`src/rtl/s2mm_line_writer.sv`:
```
// rtl/s2mm_line_writer.sv - packs complex accumulator results into 128-bit S2MM beats through an 8-deep FWFT FIFO
// Optional feature macro: S2MM_DROP_CNT_EN (builds the saturating dropped-beat counter)
module s2mm_line_writer (
  input  logic         clk,
  input  logic         rstn,
  input  logic         clr,
  input  logic [7:0]   frame_len,
  input  logic         sum_valid,
  input  logic [31:0]  sum_r,
  input  logic [31:0]  sum_i,
  output logic [127:0] S_AXIS_S2MM_tdata,
  output logic         S_AXIS_S2MM_tvalid,
  input  logic         S_AXIS_S2MM_tready,
  output logic         S_AXIS_S2MM_tlast,
  output logic [15:0]  S_AXIS_S2MM_tkeep,
  output logic         overflow,
  output logic [15:0]  drop_cnt
);

  typedef enum logic {EMPTY = 1'b0, HALF = 1'b1} pack_state_e;

  pack_state_e  state_q;
  logic [63:0]  lane0_q;
  logic [127:0] mem_q [8];
  logic [2:0]   wr_ptr_q;
  logic [2:0]   rd_ptr_q;
  logic [3:0]   count_q;
  logic [3:0]   count_d;
  logic [7:0]   beat_cnt_q;
  logic         overflow_q;

  logic         beat_done;
  logic [127:0] beat_data;
  logic         full;
  logic         pop;
  logic         push;
  logic         drop;
  logic         is_last;

  // A beat completes on the second result; it enters the FIFO if there is room
  // or if the head is leaving in the same cycle.
  assign beat_done = sum_valid && (state_q == HALF);
  assign beat_data = {sum_i, sum_r, lane0_q};
  assign full      = (count_q == 4'd8);
  assign pop       = S_AXIS_S2MM_tvalid && S_AXIS_S2MM_tready;
  assign push      = beat_done && (!full || pop);
  assign drop      = beat_done && full && !pop;
  // frame_len of 0 wraps to 255 here, giving a 256-beat frame.
  assign is_last   = (beat_cnt_q == (frame_len - 8'd1));

  assign S_AXIS_S2MM_tvalid = (count_q != 4'd0);
  assign S_AXIS_S2MM_tdata  = S_AXIS_S2MM_tvalid ? mem_q[rd_ptr_q] : 128'h0;
  assign S_AXIS_S2MM_tlast  = S_AXIS_S2MM_tvalid && is_last;
  assign S_AXIS_S2MM_tkeep  = 16'hFFFF;
  assign overflow           = overflow_q;

  // Packer FSM: the first result of a pair parks in lane 0, the second completes the beat.
  always_ff @(posedge clk or negedge rstn) begin
    if (!rstn) begin
      state_q <= EMPTY;
      lane0_q <= 64'h0;
    end else if (clr) begin
      state_q <= EMPTY;
    end else if (sum_valid) begin
      case (state_q)
        EMPTY: begin
          lane0_q <= {sum_i, sum_r};
          state_q <= HALF;
        end
        HALF:    state_q <= EMPTY;
        default: state_q <= EMPTY;
      endcase
    end
  end

  // FIFO storage; contents are only visible through tdata while an entry is valid.
  always_ff @(posedge clk) begin
    if (push && !clr) begin
      mem_q[wr_ptr_q] <= beat_data;
    end
  end

  // Occupancy next-state: a simultaneous push and pop leaves the count unchanged.
  always_comb begin
    count_d = count_q;
    case ({push, pop})
      2'b10:   count_d = count_q + 4'd1;
      2'b01:   count_d = count_q - 4'd1;
      default: count_d = count_q;
    endcase
  end

  // FIFO pointers and occupancy.
  always_ff @(posedge clk or negedge rstn) begin
    if (!rstn) begin
      wr_ptr_q <= 3'd0;
      rd_ptr_q <= 3'd0;
      count_q  <= 4'd0;
    end else if (clr) begin
      wr_ptr_q <= 3'd0;
      rd_ptr_q <= 3'd0;
      count_q  <= 4'd0;
    end else begin
      if (push) wr_ptr_q <= wr_ptr_q + 3'd1;
      if (pop)  rd_ptr_q <= rd_ptr_q + 3'd1;
      count_q <= count_d;
    end
  end

  // Beat-in-frame counter advances only on handshaken beats and wraps after tlast.
  always_ff @(posedge clk or negedge rstn) begin
    if (!rstn) begin
      beat_cnt_q <= 8'd0;
    end else if (clr) begin
      beat_cnt_q <= 8'd0;
    end else if (pop) begin
      beat_cnt_q <= is_last ? 8'd0 : beat_cnt_q + 8'd1;
    end
  end

  // Sticky overflow flag, raised whenever a completed beat is discarded.
  always_ff @(posedge clk or negedge rstn) begin
    if (!rstn) begin
      overflow_q <= 1'b0;
    end else if (clr) begin
      overflow_q <= 1'b0;
    end else if (drop) begin
      overflow_q <= 1'b1;
    end
  end

`ifdef S2MM_DROP_CNT_EN
  logic [15:0] drop_cnt_q;

  // Saturating count of discarded beats.
  always_ff @(posedge clk or negedge rstn) begin
    if (!rstn) begin
      drop_cnt_q <= 16'h0000;
    end else if (clr) begin
      drop_cnt_q <= 16'h0000;
    end else if (drop && (drop_cnt_q != 16'hFFFF)) begin
      drop_cnt_q <= drop_cnt_q + 16'd1;
    end
  end

  assign drop_cnt = drop_cnt_q;
`else
  assign drop_cnt = 16'h0000;
`endif

endmodule

```
`config.mk`:
```
export PLATFORM = sky130hd
export DESIGN_NAME = s2mm_line_writer
export DESIGN_NICKNAME = d
export VERILOG_FILES = /design/src/rtl/s2mm_line_writer.sv
export SDC_FILE = /design/constraint.sdc
export NUM_CORES = 1
export LEC_CHECK = 0
export CORE_UTILIZATION = 55
export DETAILED_ROUTE_END_ITERATION = 10
export GPL_TIMING_DRIVEN = 0
export PLACE_DENSITY_LB_ADDON = 0.12
export SLEW_MARGIN = 20
export SYNTH_ARGS = -nofsm -noshare
export SYNTH_HDL_FRONTEND = slang
export SYNTH_SLANG_ARGS = --single-unit
```
`constraint.sdc`:
```
create_clock -name clk -period 14.7 [get_ports clk]
set_input_delay 3.675 -clock clk [delete_from_list [all_inputs] [get_ports clk]]
set_output_delay 3.675 -clock clk [all_outputs]
set_load 0.05 [all_outputs]
```
==> impl_metrics.ini <==
[outcome]
outcome = finished clean

[grt]
grt_max_degree = 47
antenna_found_initial = 1
grt_pass1_wl_mm = 139
grt_pass1_vias = 21700
grt_overflow = 0
grt_usage = 0.243

[timing]
max_slew_margin = 0.318
finalHoldViolations = 0
max_slew.worst_pin.slew_ps = 1020
min_period_ps = 10180
fin_crit_sh = 0.692
final.setup.tns_ps = 0
rsz0062_at_grt = no
max_freq_mhz = 98.2
drv_slew = 0
finalSetupViolCount = 0
skew_ps = 23.3

[placement]
dpl.hpwl_mm = 59.9
place.gp.congestion = 0.740
io_buffers = 207

[worst_hold_path]
hold_path_class = flip-flop to flip-flop

[pwr]
switchingPower_mw = 2.73
power.density_mw_per_mm2 = 169
p_clk_frac = 0.310
pwr-share-seq = 0.425
ir_drop_mv = 0.149
swShare = 0.316
leakagePower_nw = 16.4
total_power_mw = 8.65
p_int_mw = 5.92
power_frac_comb = 0.264

[logic_synthesis]
synth.distinct_cells = 46
syn_area_per_cell_um2 = 21.8
ys_seq_elements = 1108
ys.flop_type = edfxtp_1
yosysSeqAreaShare = 0.769
yosys_warnings = 0
synth_edf_count = 1024
synthArstFlopShare = 0.0758
synth_top_area_cell = edfxtp_1
syn_area_mm2 = 0.0427
synthCells = 1958
yosysTopAreaCellShare = 0.720
yosys-top-cells-area = edfxtp_1 72%, mux4_2 13%, dfrtp_1 4.9%

[floorplan]
fp.dieH_um = 281
die_area_mm2 = 0.0788
core_mm2 = 0.0765
initial_core_util = 0.559
rows = 101
io_pins = 240
die_w_um = 281

[setup_path]
slowest_delay_ps = 830
startpoint = frame_len[0]
critical_path.max_fanout = 9
rrSetupSlack_ps = 11230
rr_worst_depth = 9
crit_top_cell = clkdlybuf4s50_1
r2r-end = mem_q[2][79]$_DFFE_PP_
endpoint = S_AXIS_S2MM_tlast
path_cells = clkdlybuf4s50_1, inv_1, ha_1, xor2_1, o211ai_1, a211oi_1, nand4_1, nor2_1, clkdlybuf4s50_1
criticalPathCategory = primary input to output pin
critPathRequiredTime_ps = 11020
arrival_ps = 6500
critPathSlowestCell = clkdlybuf4s50_1
crit_path_end_kind = output pin
r2r-start = count_q[1]$_DFFE_PN0P_
worstSetupStartpointType = primary input

[clock_tree]
cts_buffers = 108
hold_buffers = 0
cts-root-buf = clkbuf_16
clkLatencyLatePin_ps = 660
postCtsSetupBuffers = 0
htreeDepth = 3
clkTransAtPathRegs_ps = 60
cts.sinks = 1108
cts_resized = 0
cts_tree = built
ctsLongestPathBuffers = 3

[detailed_routing]
via_count = 20500
drt.antenna.violating_nets = 0
viasPerCell = 5.84
wl_mm = 92.5
wl_per_cell_um = 26.3
first_pass_iters = 7
drc_errors = 0
drtIter0Drc = 1791

[layout]
drive_gt1_frac = 0.270
area_growth_pct = 19.9
nets = 2477
utilization = 0.670

[job]
cap_violations = 0
[kinds of logic (layout without fill, tap and decap cells)]
group | Yosys count | in the layout | synth area share
buffers and inverters | 137 | 630 | 0.0170
other | 2 | 33 | 0.000176
XOR/XNOR | 18 | 18 | 0.00369
adder cells (fa/ha/maj) | 8 | 8 | 0.00246
flip-flops | 1108 | 1108 | 0.769
multiplexers | 453 | 453 | 0.183
AND/OR/NAND/NOR | 212 | 212 | 0.0220
AO/OA/AOI/OAI | 20 | 20 | 0.00299
[how the worst min path moves through the flow]
stage	slack [ps]	cells after the start	to	startpoint
after floorplan	520	2	beat_cnt_q[3]$_DFFE_PN0P_	beat_cnt_q[3]$_DFFE_PN0P_
after global placement	550	2	overflow$_DFFE_PN0P_	overflow$_DFFE_PN0P_
after detailed placement	560	2	overflow$_DFFE_PN0P_	overflow$_DFFE_PN0P_
after CTS	570	2	overflow$_DFFE_PN0P_	overflow$_DFFE_PN0P_
after global routing	590	2	overflow$_DFFE_PN0P_	overflow$_DFFE_PN0P_
final	580	2	overflow$_DFFE_PN0P_	overflow$_DFFE_PN0P_
[sequential cells by signal (all words and copies together) (netlist names)]
name and count:
beat_cnt_q 8, count_q 4, mem_q 1024, rd_ptr_q 3
state_q 1, wr_ptr_q 3, lane0_q 64, overflow 1
[worst max-delay path: cells and delay by family]
kind	cells	cell delay, ps
xor gates and xnor gates	1	150
and+or+nand+nor	2	580
buffers and inverters	3	1460
adders and majority gates	1	310
AOI/OAI and AO/OA	2	340
[routing by layer]
metal | global-route usage | part of all wire | up-vias
met2 | 0.406 | 0.51 | 675
met3 | 0.0372 | 0.059 | 133
met5 | 0 | 0 | -
met4 | 0.0640 | 0.020 | 0
met1 | 0.339 | 0.41 | 10900
li1 | - | - | 8839
[Yosys cell counts (all sizes together) (3+ instances only)]
cell and number:
a21oi 7, and3 3, and3b 3, buf 106, clkbuf 26, dfrtp 84
edfxtp 1024, ha 6, inv 5, mux2 64, mux2i 133, mux4 256
nand2 20, nand2b 3, nand4 7, nor2 151, nor2b 3, nor3 5
nor3b 5, nor4b 3, o21ai 6, xnor2 7, xor2 11
[stage by stage]
step / cells / cell area [um^2] / setup WS [ps] / hold slack (ps)
5_1_grt: 3511 / 51300 / 4340 / 594
4_1_cts: 3511 / 51300 / 4520 / 567
6_report: 3512 / 51300 / 4520 / 576
3_3_place_gp: 3225 / 46200 / -9100 / 553
3_5_place_dp: 3313 / 47800 / 4520 / 559
2_1_floorplan: 1988 / 42800 / 889 / 520
[power groups by stage]
stage | clock network (mW) | registers [mW] | logic (mW)
CTS | 2.73 | 3.68 | 2.32
detailed placement | 0 | 3.75 | 2.31
finish | 2.69 | 3.68 | 2.29
global placement | 0 | 3.74 | 2.28
floorplan | 0 | 3.71 | 1.49
global route | 2.85 | 3.69 | 2.40
[layout by cell type, fill, tap and decap left out, types with 20 or more instances in the layout]
master / netlist / routed
nor2_1: 150 / 144
nand2_1: 20 / 20
dfrtp_1: 84 / 84
edfxtp_1: 1024 / 1024
buf_4: 40 / 71
clkdlybuf4s50_1: 0 / 206
mux2_2: 64 / 64
clkbuf_16: 0 / 111
clkbuf_1: 26 / 50
conb_1: 2 / 32
mux4_2: 256 / 256
buf_2: 48 / 48
buf_16: 0 / 31
mux2i_1: 133 / 133
[area by class of cell]
class | count | area (um^2)
Inverter | 5 | 18.8
Sequential cell | 1108 | 32900
Antenna cell | 1 | 2.50
Buffer | 132 | 708
Clock inverter | 52 | 467
Fill cell | 4873 | 25200
Tap cell | 1030 | 1290
Timing Repair Buffer | 295 | 3600
Clock buffer | 146 | 3000
Multi-Input combinational cell | 743 | 9320
Power figures use the tool's default switching activity.
